`config.mk`:
```
export PLATFORM = sky130hd
export DESIGN_NAME = multicycle_control_unit
export DESIGN_NICKNAME = d
export VERILOG_FILES = /design/src/rtl/multicycle_control_unit.sv
export SDC_FILE = /design/constraint.sdc
export NUM_CORES = 1
export LEC_CHECK = 0
export CORE_MARGIN = 2
export CORE_UTILIZATION = 44
export CTS_BUF_LIST = sky130_fd_sc_hd__clkbuf_8
export CTS_CLUSTER_SIZE = 8
export DETAILED_ROUTE_END_ITERATION = 7
export PLACE_DENSITY = 0.74
export SETUP_SLACK_MARGIN = 0.2
export SYNTH_ARGS = -nofsm -noshare
export SYNTH_HDL_FRONTEND = slang
export SYNTH_SLANG_ARGS = --single-unit
```
`constraint.sdc`:
```
create_clock -name clk -period 4.74 [get_ports clk]
set_clock_uncertainty 0.05 [all_clocks]
set_input_delay 0.948 -clock clk [delete_from_list [all_inputs] [get_ports clk]]
set_output_delay 0.948 -clock clk [all_outputs]
set_load 0.02 [all_outputs]
```
`src/rtl/multicycle_control_unit.sv`:
```
// Multi-cycle MIPS-basic control unit: sequences FETCH/DECODE/EXEC/MEM/WB,
// waits on memory ready handshakes with a bounded wait counter, traps illegal ops and timeouts.
module multicycle_control_unit #(
    parameter int ALUOP_W  = 3,
    parameter int WAIT_MAX = 15,
    parameter int CNT_W    = 4
) (
    input  logic               clk,
    input  logic               rst,
    input  logic [5:0]         opcode,
    input  logic               instr_ready,
    input  logic               mem_ready,
    input  logic               zero,
    output logic               pc_write,
    output logic [1:0]         pc_src,
    output logic               ir_write,
    output logic               instr_read,
    output logic               mem_read,
    output logic               mem_write,
    output logic               mem_byte,
    output logic               reg_write,
    output logic [1:0]         reg_dst,
    output logic [1:0]         wb_sel,
    output logic               alu_src,
    output logic [ALUOP_W-1:0] alu_op,
    output logic [2:0]         state_o,
    output logic               instr_done,
    output logic               trap,
    output logic [1:0]         trap_cause
);

    typedef enum logic [2:0] {
        S_FETCH  = 3'd0,
        S_DECODE = 3'd1,
        S_EXEC   = 3'd2,
        S_MEM    = 3'd3,
        S_WB     = 3'd4,
        S_TRAP   = 3'd7
    } state_t;

    localparam logic [5:0] OP_RTYPE = 6'b000000, OP_ADDI = 6'b000010, OP_SUBI = 6'b000011,
                           OP_ANDI  = 6'b000100, OP_ORI  = 6'b000101, OP_SLTI = 6'b000111,
                           OP_LW    = 6'b001000, OP_LB   = 6'b001001, OP_SW   = 6'b010000,
                           OP_SB    = 6'b010001, OP_BEQ  = 6'b100011, OP_BNE  = 6'b100111,
                           OP_J     = 6'b111000, OP_JAL  = 6'b111001, OP_MOVE = 6'b100000;

    localparam logic [ALUOP_W-1:0] ALUOP_AND   = ALUOP_W'(3'b000);
    localparam logic [ALUOP_W-1:0] ALUOP_OR    = ALUOP_W'(3'b001);
    localparam logic [ALUOP_W-1:0] ALUOP_ADD   = ALUOP_W'(3'b010);
    localparam logic [ALUOP_W-1:0] ALUOP_RTYPE = ALUOP_W'(3'b011);
    localparam logic [ALUOP_W-1:0] ALUOP_SUB   = ALUOP_W'(3'b110);
    localparam logic [ALUOP_W-1:0] ALUOP_LESS  = ALUOP_W'(3'b111);

    localparam logic [CNT_W-1:0] WCNT_LAST = CNT_W'(WAIT_MAX - 1);

    state_t           state;
    logic [5:0]       op_q;
    logic [CNT_W-1:0] wcnt;
    logic [1:0]       cause_q;

    function automatic logic goes_to_exec(input logic [5:0] o);
        case (o)
            OP_RTYPE, OP_ADDI, OP_SUBI, OP_ANDI, OP_ORI, OP_SLTI,
            OP_LW, OP_LB, OP_SW, OP_SB, OP_BEQ, OP_BNE, OP_J, OP_JAL: goes_to_exec = 1'b1;
            default:                                                   goes_to_exec = 1'b0;
        endcase
    endfunction

    function automatic logic [ALUOP_W-1:0] imm_alu_op(input logic [5:0] o);
        case (o)
            OP_SUBI: imm_alu_op = ALUOP_SUB;
            OP_ANDI: imm_alu_op = ALUOP_AND;
            OP_ORI:  imm_alu_op = ALUOP_OR;
            OP_SLTI: imm_alu_op = ALUOP_LESS;
            default: imm_alu_op = ALUOP_ADD;
        endcase
    endfunction

    logic is_rtype, is_ialu, is_load, is_store, is_byte, is_beq, is_bne, is_j, is_jal, is_move;
    assign is_rtype = (op_q == OP_RTYPE);
    assign is_ialu  = (op_q == OP_ADDI) || (op_q == OP_SUBI) || (op_q == OP_ANDI) ||
                      (op_q == OP_ORI)  || (op_q == OP_SLTI);
    assign is_load  = (op_q == OP_LW) || (op_q == OP_LB);
    assign is_store = (op_q == OP_SW) || (op_q == OP_SB);
    assign is_byte  = (op_q == OP_LB) || (op_q == OP_SB);
    assign is_beq   = (op_q == OP_BEQ);
    assign is_bne   = (op_q == OP_BNE);
    assign is_j     = (op_q == OP_J);
    assign is_jal   = (op_q == OP_JAL);
    assign is_move  = (op_q == OP_MOVE);

    always_ff @(posedge clk) begin
        if (rst) begin
            state   <= S_FETCH;
            op_q    <= '0;
            wcnt    <= '0;
            cause_q <= 2'd0;
        end else begin
            case (state)
                S_FETCH: begin
                    // Ready wins over the timeout when both happen in the same cycle.
                    if (instr_ready) begin
                        state <= S_DECODE;
                        wcnt  <= '0;
                    end else if (wcnt == WCNT_LAST) begin
                        state   <= S_TRAP;
                        cause_q <= 2'd2;
                        wcnt    <= '0;
                    end else begin
                        wcnt <= wcnt + 1'b1;
                    end
                end
                S_DECODE: begin
                    op_q <= opcode;
                    wcnt <= '0;
                    if (opcode == OP_MOVE) begin
                        state <= S_WB;
                    end else if (goes_to_exec(opcode)) begin
                        state <= S_EXEC;
                    end else begin
                        state   <= S_TRAP;
                        cause_q <= 2'd1;
                    end
                end
                S_EXEC: begin
                    wcnt <= '0;
                    if (is_load || is_store)      state <= S_MEM;
                    else if (is_rtype || is_ialu) state <= S_WB;
                    else                          state <= S_FETCH;
                end
                S_MEM: begin
                    if (mem_ready) begin
                        state <= is_load ? S_WB : S_FETCH;
                        wcnt  <= '0;
                    end else if (wcnt == WCNT_LAST) begin
                        state   <= S_TRAP;
                        cause_q <= 2'd2;
                        wcnt    <= '0;
                    end else begin
                        wcnt <= wcnt + 1'b1;
                    end
                end
                S_WB: begin
                    state <= S_FETCH;
                    wcnt  <= '0;
                end
                S_TRAP:  state <= S_TRAP;
                default: state <= S_FETCH;
            endcase
        end
    end

    // Output decode; everything is held at zero while rst is asserted.
    always_comb begin
        pc_write   = 1'b0;
        pc_src     = 2'd0;
        ir_write   = 1'b0;
        instr_read = 1'b0;
        mem_read   = 1'b0;
        mem_write  = 1'b0;
        mem_byte   = 1'b0;
        reg_write  = 1'b0;
        reg_dst    = 2'd0;
        wb_sel     = 2'd0;
        alu_src    = 1'b0;
        alu_op     = '0;
        state_o    = 3'd0;
        instr_done = 1'b0;
        trap       = 1'b0;
        trap_cause = 2'd0;
        if (!rst) begin
            state_o = state;
            case (state)
                S_FETCH: begin
                    instr_read = 1'b1;
                    ir_write   = instr_ready;
                    pc_write   = instr_ready;
                end
                S_EXEC: begin
                    if (is_rtype) begin
                        alu_op = ALUOP_RTYPE;
                    end else if (is_ialu) begin
                        alu_op  = imm_alu_op(op_q);
                        alu_src = 1'b1;
                    end else if (is_load || is_store) begin
                        alu_op  = ALUOP_ADD;
                        alu_src = 1'b1;
                    end else if (is_beq || is_bne) begin
                        alu_op     = ALUOP_SUB;
                        pc_src     = 2'd1;
                        pc_write   = is_beq ? zero : !zero;
                        instr_done = 1'b1;
                    end else if (is_j || is_jal) begin
                        pc_write   = 1'b1;
                        pc_src     = 2'd2;
                        instr_done = 1'b1;
                        if (is_jal) begin
                            reg_write = 1'b1;
                            reg_dst   = 2'd2;
                            wb_sel    = 2'd2;
                        end
                    end
                end
                S_MEM: begin
                    mem_read   = is_load;
                    mem_write  = is_store;
                    mem_byte   = is_byte;
                    instr_done = is_store && mem_ready;
                end
                S_WB: begin
                    reg_write  = 1'b1;
                    instr_done = 1'b1;
                    reg_dst    = is_rtype ? 2'd1 : 2'd0;
                    wb_sel     = is_load ? 2'd1 : (is_move ? 2'd3 : 2'd0);
                end
                S_TRAP: begin
                    trap       = 1'b1;
                    trap_cause = cause_q;
                end
                default: ;
            endcase
        end
    end

endmodule
```
==> flow_metrics.tcl <==
set metrics [dict create \
    cp_slowest_cell "clkdlybuf4s50_1" \
    synth-async-reset-ratio_pct 0 \
    pwr-share-clk_pct 14.4 \
    synth.distinct_cells 43 \
    grt_pass1_wl_um 5550 \
    wl_per_cell_um 14.4 \
    cts_sinks 15 \
    vias 1358 \
    clockRootBuffer "clkbuf_8" \
    portBuffers 34 \
    powerDensity_mw_per_mm2 451 \
    cts_resized 0 \
    grt_remaining_overflow 0 \
    nNetsFinal 217 \
    grt_usage_pct 21.8 \
    synth_cells 173 \
    hold_viol_final 0 \
    vias_per_cell 5.80 \
    cp_cell_sequence "clkdlybuf4s50_1 > nor2b_1 > nor2b_1 > nand2_1 > nor4_1 > a221o_1 > clkdlybuf4s50_1" \
    cp_top_family "buffers and inverters" \
    slew_headroom_pct 52.3 \
    layout_commonest_cell "clkdlybuf4s50_1" \
    p_comb_share_pct 53.0 \
    yosys_warnings 0 \
    start_util_pct 45.6 \
    first_pass_iters 4 \
    status "complete, no violations" \
    clockBufferDepth 2 \
    cts-htree-levels 1 \
    cpPeakStageDelay_ps 600 \
    dieArea_mm2 0.00322 \
    synth.yosys.seq_area_share_pct 24.5 \
    synth-edff-count 0 \
    grt_max_degree 17 \
    drc 0 \
    die_x_um 56.7 \
    p_int_uw 396 \
    p_sw_share_pct 45.6 \
    cp-start-kind "input port" \
    period_share_pct 86.4 \
    fin_setup_tns_ps 0 \
    crit_type "in2out" \
    drtAntennaViolNets 0 \
    hold_path.class "reg2reg" \
    synth_seq_cells 15 \
    io_pins 35 \
    grt_pass1_vias 1263 \
    drt_wl_total_um 3360 \
    rows 19 \
    cts_tree "built" \
    rsz0062_at_grt "no" \
    yosys.area.top_type "dfxtp_1" \
    cts_inserted_buffers 3 \
    fmax_mhz 244 \
    layout_common_cells "clkdlybuf4s50_1 (34), nor2_1 (25), nand2_1 (15), dfxtp_1 (15), a21oi_1 (14)" \
    die_h_um 56.7 \
    power_frac_seq_pct 32.5 \
    gp_congestion 0.879 \
    crit_buf_inv 2 \
    drive_above_1_share_pct 5.91 \
    cp.required_ps 3740 \
    avgSynthCellArea_um2 7.07 \
    cts_hold_buf 0 \
    path_max_fanout 4 \
    maxCapViolations 0 \
    first_iter_violations 50 \
    worstPathArrival_ps 3100 \
    synthTopCellsByArea "dfxtp_1 (25%), nor2_1 (7.7%), a21oi_1 (5.7%)" \
    p_leak_nw 0.596 \
    power_switching_uw 332 \
    p_total_uw 729 \
    cts_setup_buffers 0 \
    synthesis.nets 186 \
    worst_ir_drop_vdd_mv 0.345 \
    insertedDiodeCount 0 \
    core-area_mm2 0.00269 \
    clock_latency_ps 250 \
    antenna_found_initial 0 \
    clkTransAtPathRegs_ps 60 \
    tightest_slew_ps 713 \
    netlist_area_mm2 0.00122 \
    slew_violations 0 \
    crit_path_end_kind "output port" \
    synthToLayoutAreaGrowth_pct 32.0 \
    dpl.hpwl_um 2660 \
    setup_violations 0 \
    period_needed_ps 4090 \
    yosysTopAreaCellShare_pct 24.5 \
    synth_ff_type "dfxtp_1" \
]
[metal layers]
| layer | wire (um) | vias up | part of all wire [%] | global-route usage, % |
|---|---|---|---|---|
| met5 | 0 | - | 0 | 0 |
| met4 | 61 | 0 | 1.8 | 9.63 |
| met3 | 188 | 7 | 5.6 | 3.00 |
| met2 | 1700 | 46 | 51 | 40.9 |
| met1 | 1410 | 621 | 42 | 24.0 |
| li1 | - | 684 | - | - |
[worst register-to-register path, cell delays in order (launching register included)]
cell and delay, ps:
dfxtp_1 660, nand2_1 290, o31ai_4 350, nand2_4 80, or4_1 480, a31oi_1 150
[power by group through the flow]
stage / clock (mW) / combinational (mW) / sequential, mW
after floorplan: 0 / 0.335 / 0.180
after global placement: 0 / 0.375 / 0.236
after detailed placement: 0 / 0.384 / 0.238
after CTS: 0.108 / 0.387 / 0.235
after global routing: 0.114 / 0.426 / 0.247
final: 0.105 / 0.386 / 0.237
[cells by family (layout without fill, tap and decap cells)]
logic type | Yosys count | after routing | synth area share, %
flip-flops | 15 | 15 | 24.5
XOR/XNOR | 2 | 2 | 1.43
multiplexers | 7 | 7 | 5.73
buffers and inverters | 16 | 46 | 5.52
AND/OR/NAND/NOR | 91 | 91 | 38.2
adder cells (fa/ha/maj) | 2 | 2 | 2.04
AO/OA/AOI/OAI | 40 | 40 | 22.5
[final timing paths]
check	start	endpoint	slack (ps)	depth (start not counted)
worst max-delay path	rst	instr_done	650	7
worst min-delay path	cause_q[1]	cause_q[1]	440	2
worst max register to register	state[1]	wcnt[3]	2610	5
worst min register to register	cause_q[1]	cause_q[1]	440	2
[state kept, by name, summed over array words and instances (netlist names)]
signal   flops
op_q         6
wcnt         4
state        3
cause_q      2
[Yosys cell counts (2+ instances only)]
cell type / number
a31oi_1: 3
dfxtp_1: 15
nor2_1: 25
o21ai_0: 7
o21a_1: 2
xor2_1: 2
nor4_1: 2
clkbuf_1: 8
nor3b_1: 3
inv_1: 7
nand2_1: 15
and2_1: 2
nor3_1: 9
a21oi_1: 14
or3_1: 4
ha_1: 2
a2bb2oi_1: 2
mux2i_1: 7
nand3_1: 11
or2_2: 2
nand2b_1: 4
nor2b_1: 6
[cell type report]
class	count	area, um^2
clock buffer	3	41.3
clock inverter	1	5.00
fill	261	1070
inverter	7	26.3
multi-input combinational	142	856
sequential	15	300
tap	31	38.8
timing repair buffer	35	348
[per-stage QoR]
| step | instances | hold WS [ps] | setup slack (ps) | util, % | area, um^2 |
|---|---|---|---|---|---|
| 2_1_floorplan | 173 | 393 | 993 | - | 1220 |
| 3_3_place_gp | 230 | 419 | 806 | 58.4 | 1570 |
| 3_5_place_dp | 230 | 423 | 714 | 58.4 | 1570 |
| 4_1_cts | 234 | 435 | 712 | 60.1 | 1620 |
| 5_1_grt | 234 | 437 | 443 | 60.1 | 1620 |
| 6_report | 234 | 436 | 645 | 60.1 | 1620 |
Power figures use the tool's default switching activity.
